$ cat src/rtl/rr_mux_arb.sv
// rr_mux_arb: N-channel registered selector / round-robin arbiter.
// Define RR_MUX_ARB_LOCK_EN to hold a grant until the source's last beat.
module rr_mux_arb #(
  parameter int WIDTH = 32,
  parameter int N     = 4,
  parameter int SELW  = $clog2(N)
) (
  input  logic                 Clk,
  input  logic                 Reset,
  input  logic                 mode,
  input  logic [SELW-1:0]      sel,
  input  logic [N*WIDTH-1:0]   in_data,
  input  logic [N-1:0]         in_valid,
  input  logic [N-1:0]         in_last,
  output logic [N-1:0]         in_ready,
  output logic [WIDTH-1:0]     out_data,
  output logic [SELW-1:0]      out_sel,
  output logic                 out_valid,
  input  logic                 out_ready
);

  localparam int PW = SELW + 1;

  logic [SELW-1:0] rr_ptr;
  logic [SELW-1:0] rr_g;
  logic            rr_hit;
  logic            fx_hit;
  logic [SELW-1:0] gnt;
  logic            gnt_vld;
  logic [SELW-1:0] gnt_nxt;
  logic            load;
  logic            xfer;
  logic            adv;
  logic [SELW:0]   idx;

  assign load = !out_valid || out_ready;

  // Walk down so the lowest offset from rr_ptr wins.
  always_comb begin
    rr_hit = 1'b0;
    rr_g   = '0;
    idx    = '0;
    for (int k = N - 1; k >= 0; k--) begin
      idx = {1'b0, rr_ptr} + PW'(k);
      if (idx >= PW'(N)) idx = idx - PW'(N);
      if (in_valid[idx[SELW-1:0]]) begin
        rr_hit = 1'b1;
        rr_g   = idx[SELW-1:0];
      end
    end
  end

  assign fx_hit = ({1'b0, sel} < PW'(N)) && in_valid[sel];

`ifdef RR_MUX_ARB_LOCK_EN
  logic            lock_q;
  logic [SELW-1:0] lock_ch;

  always_comb begin
    gnt     = '0;
    gnt_vld = 1'b0;
    unique case (1'b1)
      lock_q: begin
        gnt     = lock_ch;
        gnt_vld = in_valid[lock_ch];
      end
      !lock_q && mode: begin
        gnt     = rr_g;
        gnt_vld = rr_hit;
      end
      !lock_q && !mode: begin
        gnt     = sel;
        gnt_vld = fx_hit;
      end
      default: ;
    endcase
  end

  assign adv = xfer && (mode || lock_q) && in_last[gnt];

  always_ff @(posedge Clk) begin
    if (Reset) begin
      lock_q  <= 1'b0;
      lock_ch <= '0;
    end else if (xfer) begin
      lock_q  <= !in_last[gnt];
      lock_ch <= gnt;
    end
  end
`else
  logic unused_last;
  assign unused_last = ^in_last;

  always_comb begin
    gnt     = '0;
    gnt_vld = 1'b0;
    unique case (1'b1)
      mode: begin
        gnt     = rr_g;
        gnt_vld = rr_hit;
      end
      !mode: begin
        gnt     = sel;
        gnt_vld = fx_hit;
      end
      default: ;
    endcase
  end

  assign adv = xfer && mode;
`endif

  assign xfer = gnt_vld && load && !Reset;

  always_comb begin
    in_ready = '0;
    if (xfer) in_ready[gnt] = 1'b1;
  end

  assign gnt_nxt = (gnt == SELW'(N - 1)) ? '0 : gnt + 1'b1;

  always_ff @(posedge Clk) begin
    if (Reset) begin
      out_valid <= 1'b0;
      out_data  <= '0;
      out_sel   <= '0;
      rr_ptr    <= '0;
    end else begin
      if (load) begin
        out_valid <= xfer;
        if (xfer) begin
          out_data <= in_data[gnt*WIDTH +: WIDTH];
          out_sel  <= gnt;
        end
      end
      if (adv) rr_ptr <= gnt_nxt;
    end
  end

endmodule

$ cat config.mk
export PLATFORM = sky130hd
export DESIGN_NAME = rr_mux_arb
export DESIGN_NICKNAME = d
export VERILOG_FILES = /design/src/rtl/rr_mux_arb.sv
export SDC_FILE = /design/constraint.sdc
export NUM_CORES = 1
export LEC_CHECK = 0
export BUFFER_PORTS_ARGS = -buffer_cell sky130_fd_sc_hd__buf_2
export CAP_MARGIN = 0
export CORE_AREA = 2 2 98 100
export DETAILED_ROUTE_END_ITERATION = 6
export DIE_AREA = 0 0 100 102
export HOLD_SLACK_MARGIN = 0.03
export RECOVER_POWER = 50
export SYNTH_ARGS = -nofsm -noshare
export SYNTH_HDL_FRONTEND = slang
export SYNTH_SLANG_ARGS = --single-unit
$ cat constraint.sdc
create_clock -name Clk -period 2.14 [get_ports Clk]
set_input_delay 0.214 -clock Clk [delete_from_list [all_inputs] [get_ports Clk]]
set_output_delay 0.214 -clock Clk [all_outputs]
set_load 0.02 [all_outputs]
# [Yosys cells after proc, flatten, opt, wreduce, memory -nomap -nowiden]
# Index checks and enable logic that the tools add are counted.
[totals] ff_bits=37 inputBits=142 output_inout_bits=39
[op_classes] addsub=8 magnitude_cmp=11 n_eq_ne=1 shifts=1 muxes=28 reduce_logical=9
[ops] operator="indexed part select 128 x 8 -> 32 bit" count=1
[ops] operator="less-than comparator 2 x 3 -> 1 bit (second input constant)" count=6
[ops] operator="2-to-1 mux 2 bit" count=9
[ops] operator="binary-select mux 1 bit (select 2 bit)" count=5
[ops] operator="2-to-1 mux 1 bit" count=10
[ops] operator=">= comparator 3 bit (second input constant)" count=3
[ops] operator="subtractor 2 x 1 -> 2 bit (second input constant)" count=4
[ops] operator="adder 2 x 2 -> 3 bit (second input constant)" count=2
[ops] operator="logical AND 1 bit" count=4
[ops] operator="2-to-1 mux 4 bit" count=1
[ops] operator="one-hot mux 2 bit (2 select lines)" count=1
[ops] operator="adder 2 x 1 -> 3 bit (second input constant)" count=1
[ops] operator=">= comparator 2 x 3 -> 1 bit (second input constant)" count=1
[ops] operator="logical NOT 1 bit" count=3
[ops] operator="adder 2 x 1 -> 2 bit (second input constant)" count=1
[ops] operator="demux 1 bit (select 2 bit)" count=1
[ops] operator="equality test 2 bit (second input constant)" count=1
[ops] operator=">= comparator 2 x 1 -> 1 bit (second input constant)" count=1
[ops] operator="one-hot mux 1 bit (2 select lines)" count=1
[ops] operator="AND reduction 2 bit" count=1
[ops] operator="logical OR 1 bit" count=1

# [Longest topological paths before layout]
# Gate-level depths: netlist of run 1.
[depth] depth_word=15 depth_mapped=8

# [Worst setup path before layout of run 1]
# No wires, ideal clock.
[synth_path] path_type="flip-flop to flip-flop" start="register rr_ptr[1]" end="register out_data[10]" setup_ps=117 arrival_time_ps=2035 required_ps=2023 slack_ps=-12 path_stages_with_launch=6 n_path_buf=1 synth_period_minus_slack_ps=2152 cell_sequence="dfxtp_1 > o32a_2 > a31oi_4 > buf_6 > mux4_1 > a22o_2"
[synth_via] elab_chain_cells=13 elab_cells_between_ends=37
[synth_rtl] item="start: declaration" line_no="24" text="logic [SELW-1:0] rr_ptr;"
[synth_rtl] item="start signal: assignment" line_no="136" text="if (adv) rr_ptr <= gnt_nxt;"
[synth_rtl] item="branches (longest 13 deep; another with adder 2 x 2 -> 3 bit)"
[synth_rtl] item="end signal: assignment" line_no="132" text="out_data <= in_data[gnt*WIDTH +: WIDTH];"
[synth_rtl] item="end: declaration" line_no="16" text="output logic [WIDTH-1:0] out_data,"
# Parallel ways; which one is timed is not known. The select of a mux whose other input is x is not followed.
# A chain may end at the register's enable or synchronous reset.

# [Worst setup path in the final report of run 1]
[layout_path] start="register rr_ptr[1]" end="register out_data[14]"
# Same word-level chain as after synthesis.

==> results of run 1 <==
[layout make-up]
class | count | area (sq um)
Clock buffer | 5 | 68.8
Clock inverter | 1 | 5.00
Fill cell | 938 | 5660
Inverter | 5 | 21.3
Multi-Input combinational cell | 104 | 1360
Sequential cell | 37 | 744
Tap cell | 111 | 139
Timing Repair Buffer | 196 | 1110
[registers in the layout, summed over array words and instances, names as in the netlist]
register	flops
rr_ptr	2
out_sel	2
out_data	32
out_valid	1
[power by group through the flow]
stage	combinational, W	clock [W]	sequential (W)
3_5_place_dp	0.000815	0	0.000841
6_report	0.000887	0.000455	0.000829
2_1_floorplan	0.000394	0	0.000942
3_3_place_gp	0.000795	0	0.000840
5_1_grt	0.000954	0.000514	0.000841
4_1_cts	0.000861	0.000488	0.000826
[stage by stage]
| stage | setup TNS, ns | area, sq um |
|---|---|---|
| 5_1_grt | -0.459 | 3450 |
| 4_1_cts | -0.0749 | 3470 |
| 3_5_place_dp | -0.0450 | 3310 |
| 6_report | 0 | 3450 |
| 2_1_floorplan | 0 | 2220 |
| 3_3_place_gp | -0.00283 | 3310 |
[path summary, 6_finish.rpt]
kind                                  start            to  slack (ns)  cells after the start
worst max-delay path              rr_ptr[1]  out_data[14]       0.007                      6
worst min register to register  out_data[3]   out_data[3]        0.48                      1
worst min-delay path                  Reset     rr_ptr[1]        0.21                      2
worst max register to register    rr_ptr[1]  out_data[14]       0.007                      6
[logic make-up after synthesis]
family                     after synthesis  share of synthesized area (%)
adders and majority gates                1                          0.566
DFF                                     37                           33.5
buffers and inverters                   19                           4.52
AOI/OAI and AO/OA                       48                           19.3
muxes                                   34                           37.4
and+or+nand+nor                         21                           4.64
[placed cells by master (no fill, tap or decap), drive strengths merged]
master / n
bufbuf: 1
o32a: 2
a211oi: 2
nand2: 3
a22o: 32
clkbuf: 34
buf: 166
clkinv: 1
nor3: 3
a21o: 1
a2bb2oi: 1
and2: 1
o21ai: 1
nor2: 7
a31oi: 1
ha: 1
inv: 5
a21boi: 1
a21oi: 4
a311oi: 2
nor2b: 2
dfxtp: 37
o41ai: 1
nand2b: 4
mux4: 33
mux2i: 1
and3: 1
[layer usage]
metal | wire, microns | global-route usage (%) | vias up
met3 | 514 | 2.60 | 7
li1 | - | - | 1042
met5 | 0 | 0 | -
met1 | 3270 | 16.3 | 1058
met4 | 90 | 4.00 | 0
met2 | 3700 | 24.5 | 99
[timing repair]
action                                  CTS  global route
setup buffers                             4             2
endpoints found under the setup margin    7            27
pin swaps                                 3             1
cloned                                    1             1
resized for setup                         8            24
==> load_flow_metrics.sql, run 1 <==
INSERT INTO impl_metrics (metric_group, metric, value, unit) VALUES
('run_status', 'outcome', 'completed', ''),
('synth', 'yosysSeqAreaShare', '33.5', '%'),
('pwr', 'p_leak', '1.60', 'nW'),
('pwr', 'pwr_density_cell', '630', 'mW/mm^2'),
('sta', 'worst_slew_slack_as_a_fraction_of_its_limit', '78.9', '%'),
('clock_network', 'clockBufferDepth', '2', ''),
('synth', 'synthesis.instances', '160', ''),
('pwr', 'p_int', '0.00147', 'W'),
('synth', 'synth.largest_area_cell', 'sky130_fd_sc_hd__dfxtp_1', ''),
('clock_network', 'cts_tree', 'built', ''),
('sta', 'clock-skew-final', '0.00315', 'ns'),
('sta', 'layout_setup_ws', '0.00688', 'ns'),
('sta', 'report.final.setup_viol', '0', ''),
('grt', 'first_global_vias', '2287', ''),
('sta', 'timing_worst_slew_pin_value', '0.316', 'ns'),
('routing', 'detail-route-antenna-nets', '0', ''),
('setup_path', 'critPathBufInv', '1', ''),
('setup_path', 'worstSetupEndpointType', 'register', ''),
('place', 'pre_cts_ws', '-0.0308', 'ns'),
('synth', 'postSynth.topFlopCell', 'sky130_fd_sc_hd__dfxtp_1', ''),
('run', 'max_cap_violations', '0', ''),
('sta', 'final-hold-violation-count', '0', ''),
('finish', 'post_route_cells_drive_above_1_share', '65.2', '%'),
('grt', 'first_pass_grt_wire_length', '10900', 'microns'),
('setup_path', 'cp_data_arrival_time', '2.31', 'ns'),
('pwr', 'swShare', '32.4', '%'),
('routing', 'detail_route.first_pass.iterations', '4', ''),
('clock_network', 'clock_tree.root_cell', 'sky130_fd_sc_hd__clkbuf_8', ''),
('clock_network', 'number_of_sinks_driven_by_the_clock_tree', '37', ''),
('synth', 'ys_seq_elements', '37', ''),
('floorplanning', 'core_region_area', '0.00911', 'sq mm'),
('place', 'detailedPlacementHpwl', '5640', 'microns'),
('sta', 'finalCritPeriodShare', '99.7', '%'),
('place', 'place.gp.congestion', '0.759', ''),
('clock_network', 'ctsHoldBuffers', '0', ''),
('finish', 'fin_util', '37.8', '%'),
('setup_path', 'timing_worst_setup_path_type', 'reg -> reg', ''),
('routing', 'drc_errors', '0', ''),
('setup_path', 'cp_data_required_time', '2.31', 'ns'),
('floorplanning', 'io_pins', '181', ''),
('finish', 'num_antenna_cells', '0', ''),
('setup_path', 'cp_top_family', 'compound AO/OA/AOI/OAI gates', ''),
('setup_path', 'timing.critical_path.slowest_cell_delay', '0.50', 'ns'),
('routing', 'initialDrtViolationCount', '45', ''),
('clock_network', 'htree_levels', '2', ''),
('sta', 'maxClockFrequency', '469', 'MHz'),
('setup_path', 'path_max_fanout', '10', ''),
('pwr', 'power.ir.vdd_worst', '0.000223', 'V'),
('clock_network', 'clock_transition_at_path_regs', '0.07', 'ns'),
('routing', 'drt-wirelength-per-cell', '16.5', 'microns'),
('clock_network', 'numCtsBuffers', '5', ''),
('pwr', 'final_total_power', '0.00217', 'W'),
('floorplanning', 'effective_utilization_at_floorplan', '24.3', '%'),
('grt', 'grt_max_degree', '22', ''),
('setup_path', 'worstSetupStartpointType', 'register', ''),
('synth', 'yosys.area.top_type_share', '33.5', '%'),
('pwr', 'p_comb_share', '40.9', '%'),
('synth', 'postSynthNetCount', '303', ''),
('synth', 'synth_area', '0.00221', 'sq mm'),
('synth', 'synth-edff-count', '0', ''),
('grt', 'grt_util_all_layers', '13.5', '%'),
('routing', 'wirelength', '7570', 'microns'),
('synth', 'syn-mean-instance-area', '13.8', 'sq um'),
('floorplanning', 'die_h', '102', 'microns'),
('sta', 'hold-worst-slack', '0.209', 'ns'),
('finish', 'final_cell_count_no_fill', '459', ''),
('sta', 'layout_min_cycle_time', '2.13', 'ns'),
('setup_path', 'cp_cell_sequence', 'nand2b_4, a21o_1, a31oi_4, bufbuf_16, mux4_2, a22o_1', ''),
('finish', 'nNetsFinal', '492', ''),
('pwr', 'p_seq_share', '38.2', '%'),
('place', 'dp.cells', '445', '');
Note: power is estimated with default switching activity, not from simulation.
==> run 2, diff against run 1 <==
==> constraint.sdc (replaced) <==
create_clock -name Clk -period 2.7 [get_ports Clk]
set_input_delay 0.27 -clock Clk [delete_from_list [all_inputs] [get_ports Clk]]
set_output_delay 0.27 -clock Clk [all_outputs]
set_load 0.02 [all_outputs]
==> run 2 against run 1 <==
Compared with the run above:
- worst hold slack better by 0.053 ns
- largest power group is now sequential cells
- first-iteration DRC count is 47% lower
- clock power is 15% lower
- critical path depth stayed put
- setup slack better by 0.36 ns
- core utilization is 1.8 points lower
- cell area is 4.8% lower
- final cell count is 2.4% lower
- combinational power is 32% lower
- critical path type is now in -> out
==> load_flow_metrics.sql, run 2 (synthesis results as in run 1) <==
INSERT INTO impl_metrics (metric_group, metric, value, unit) VALUES
('setup_path', 'critical_path.slowest_cell', 'sky130_fd_sc_hd__o41ai_1', ''),
('floorplanning', 'die-width', '100', 'microns'),
('sta', 'clock-skew-final', '0.00441', 'ns'),
('pwr', 'swShare', '33.3', '%'),
('clock_network', 'htree_levels', '2', ''),
('worst_hold_path', 'hold_crit_endpoint', 'out_valid', ''),
('floorplanning', 'core_region_area', '0.00911', 'sq mm'),
('finish', 'fillers', '943', ''),
('grt', 'grt_overflow', '0', ''),
('setup_path', 'cp_cell_sequence', 'clkbuf_1, nand2b_1, o41ai_1, nor3_2, and3_1, buf_2', ''),
('finish', 'nNetsFinal', '479', ''),
('finish', 'largest_reg_flops', '32', ''),
('setup_path', 'cp_data_arrival_time', '2.06', 'ns'),
('sta', 'grt_setup_unrepaired', 'false', ''),
('finish', 'regs_by_ff_count', 'out_data x32, out_sel x2, rr_ptr x2', ''),
('setup_path', 'cp_data_required_time', '2.43', 'ns'),
('grt', 'grt_util_all_layers', '13.1', '%'),
('run', 'max_cap_violations', '0', ''),
('worst_hold_path', 'hp-class', 'in -> reg', ''),
('setup_path', 'worstSetupStartpointType', 'input port', ''),
('place', 'detailedPlacementHpwl', '5550', 'microns'),
('clock_network', 'number_of_sinks_driven_by_the_clock_tree', '37', ''),
('routing', 'drc_errors', '0', ''),
('setup_path', 'timing_worst_setup_path_type', 'in -> out', ''),
('finish', 'stdcell_area', '0.00328', 'sq mm'),
('sta', 'report.final.setup_viol', '0', ''),
('routing', 'detail_route.first_pass.iterations', '4', ''),
('worst_hold_path', 'worst_hold_start', 'Reset', ''),
('clock_network', 'numCtsBuffers', '5', ''),
('setup_path', 'path_max_fanout', '8', ''),
('grt', 'first_global_vias', '2119', ''),
('sta', 'layout_min_cycle_time', '2.33', 'ns'),
('setup_path', 'critPathBufInv', '2', ''),
('floorplanning', 'row_count', '35', ''),
('place', 'place.gp.congestion', '0.806', ''),
('clock_network', 'clock_tree.root_cell', 'sky130_fd_sc_hd__clkbuf_8', ''),
('finish', 'num_antenna_cells', '0', ''),
('routing', 'post_drt_via_cell_ratio', '4.89', ''),
('setup_path', 'reg2reg_to', 'out_data[9]', ''),
('finish', 'final_cell_count_no_fill', '448', ''),
('finish', 'commonest_cells_after_routing_fill_and_taps_aside', '140 x sky130_fd_sc_hd__buf_2, 37 x sky130_fd_sc_hd__clkbuf_1, 37 x sky130_fd_sc_hd__dfxtp_1', ''),
('finish', 'largest-register', 'out_data', ''),
('sta', 'finalCritPeriodShare', '86.4', '%'),
('routing', 'vias', '2191', ''),
('sta', 'final-hold-violation-count', '0', ''),
('pwr', 'p_int', '0.00110', 'W'),
('clock_network', 'clockBufferDepth', '2', ''),
('routing', 'wirelength', '7370', 'microns'),
('floorplanning', 'floorplan.die_area', '0.0102', 'sq mm'),
('sta', 'worst_slew_slack_as_a_fraction_of_its_limit', '38.1', '%'),
('clock_network', 'ctsHoldBuffers', '0', ''),
('place', 'dp.cells', '439', ''),
('pwr', 'pwr_density_cell', '503', 'mW/mm^2'),
('setup_path', 'timing.critical_path.slowest_cell_delay', '0.66', 'ns'),
('run_status', 'outcome', 'completed', ''),
('sta', 'maxSlewViolCount', '0', ''),
('routing', 'detail-route-antenna-nets', '0', ''),
('sta', 'layout_setup_ws', '0.367', 'ns'),
('setup_path', 'reg2reg_depth', '6', ''),
('grt', 'grt_max_degree', '35', ''),
('pwr', 'p_comb_share', '36.8', '%'),
('setup_path', 'timing.reg2reg.setup_slack', '0.41', 'ns'),
('pwr', 'p_leak', '1.53', 'nW'),
('place', 'pre_cts_ws', '0.0931', 'ns'),
('clock_network', 'cts_tree', 'built', ''),
('finish', 'area_growth_syn_to_layout', '48.2', '%'),
('finish', 'post_route_cells_drive_above_1_share', '53.7', '%'),
('floorplanning', 'io_pins', '181', ''),
('setup_path', 'worstReg2RegStart', 'rr_ptr[0]', ''),
('setup_path', 'cp_top_family', 'compound AO/OA/AOI/OAI gates', ''),
('grt', 'first_pass_grt_wire_length', '10500', 'microns'),
('sta', 'fin_tns_setup', '0', 'ns'),
('pwr', 'clockPowerShare', '23.4', '%'),
('finish', 'final_common_cell', 'sky130_fd_sc_hd__buf_2', ''),
('clock_network', 'clock_latency_reported_for_the_late_side_of_the_worst_skew_pair', '0.29', 'ns'),
('routing', 'initialDrtViolationCount', '24', ''),
('sta', 'timing_worst_slew_pin_value', '0.927', 'ns'),
('grt', 'antenna_found_initial', '0', ''),
('place', 'numPortBuffers', '176', ''),
('pwr', 'p_seq_share', '39.8', '%'),
('routing', 'drt-wirelength-per-cell', '16.4', 'microns'),
('floorplanning', 'die_h', '102', 'microns'),
('finish', 'area.sequential', '741', 'sq um'),
('clock_network', 'clock_transition_at_path_regs', '0.08', 'ns'),
('sta', 'maxClockFrequency', '429', 'MHz'),
('place', 'post_dp_cell_area', '0.00322', 'sq mm'),
('floorplanning', 'effective_utilization_at_floorplan', '24.3', '%'),
('setup_path', 'worstSetupEndpointType', 'output port', ''),
('pwr', 'netsw', '0.000549', 'W'),
('finish', 'fin_util', '36.0', '%'),
('pwr', 'power.ir.vdd_worst', '0.000166', 'V'),
('worst_hold_path', 'min_delay_path_depth', '2', ''),
('finish', 'multiInputGateArea', '0.00141', 'sq mm');
[run 2: changes by cell type in the layout (fill, tap and decap cells not counted), moves of 4 or more]
cell,before,now
sky130_fd_sc_hd__mux4_1,1,20
sky130_fd_sc_hd__buf_4,13,5
sky130_fd_sc_hd__clkbuf_1,28,37
sky130_fd_sc_hd__buf_2,147,140
sky130_fd_sc_hd__buf_12,5,1
sky130_fd_sc_hd__mux4_2,32,13
[run 2: through the flow]
stage	total power (W)	hold WS, ns
6_report	0.00165	0.262
5_1_grt	0.00175	0.274
4_1_cts	0.00168	0.252
3_5_place_dp	0.00129	0.460
3_3_place_gp	0.00128	0.459
2_1_floorplan	0.00106	0.339
[run 2: timing repair]
| action | CTS | global route |
|---|---|---|
| setup buffers | 0 | 0 |
| hold endpoints to repair | 0 | 0 |
| setup endpoints to repair | 0 | 1 |
| gates resized for setup | 0 | 1 |
[run 2: final cells by class]
cell class | instances | share of cell area, %
clock buffer | 6 | 2.21
clock inverter | 2 | 0.305
inverter | 5 | 0.572
multi-input combinational | 105 | 42.8
sequential | 37 | 22.6
tap | 111 | 4.24
timing repair buffer | 182 | 27.2
[run 2: worst max path at each step]
stage | from | to | cells past startpoint
6_report | mode | in_ready[2] | 6
5_1_grt | mode | in_ready[0] | 7
4_1_cts | rr_ptr[0] | in_ready[3] | 6
3_5_place_dp | in_valid[1] | out_data[9] | 7
3_3_place_gp | in_valid[1] | out_data[9] | 7
2_1_floorplan | rr_ptr[1] | out_data[10] | 5
[run 2: worst register-to-register path: stages, from the launching register on]
cell	delay (ns)
sky130_fd_sc_hd__dfxtp_1	0.41
sky130_fd_sc_hd__nand2b_1	0.13
sky130_fd_sc_hd__a21oi_1	0.16
sky130_fd_sc_hd__a211oi_4	0.57
sky130_fd_sc_hd__buf_4	0.37
sky130_fd_sc_hd__mux4_1	0.34
sky130_fd_sc_hd__a22o_2	0.21
[run 2: power groups by stage]
stage	sequential, W	clock [W]	combinational (W)
after global routing	0.000666	0.000427	0.000655
after global placement	0.000665	0	0.000614
after floorplan	0.000746	0	0.000310
after detailed placement	0.000666	0	0.000623
final	0.000656	0.000386	0.000607
after CTS	0.000654	0.000401	0.000625
[run 2: metal layers]
metal	wire (microns)	vias up	global-route usage, %
li1	-	1039	-
met1	2990	1040	14.7
met2	3690	108	24.3
met3	642	4	4.51
met4	43	0	2.85
met5	0	-	0
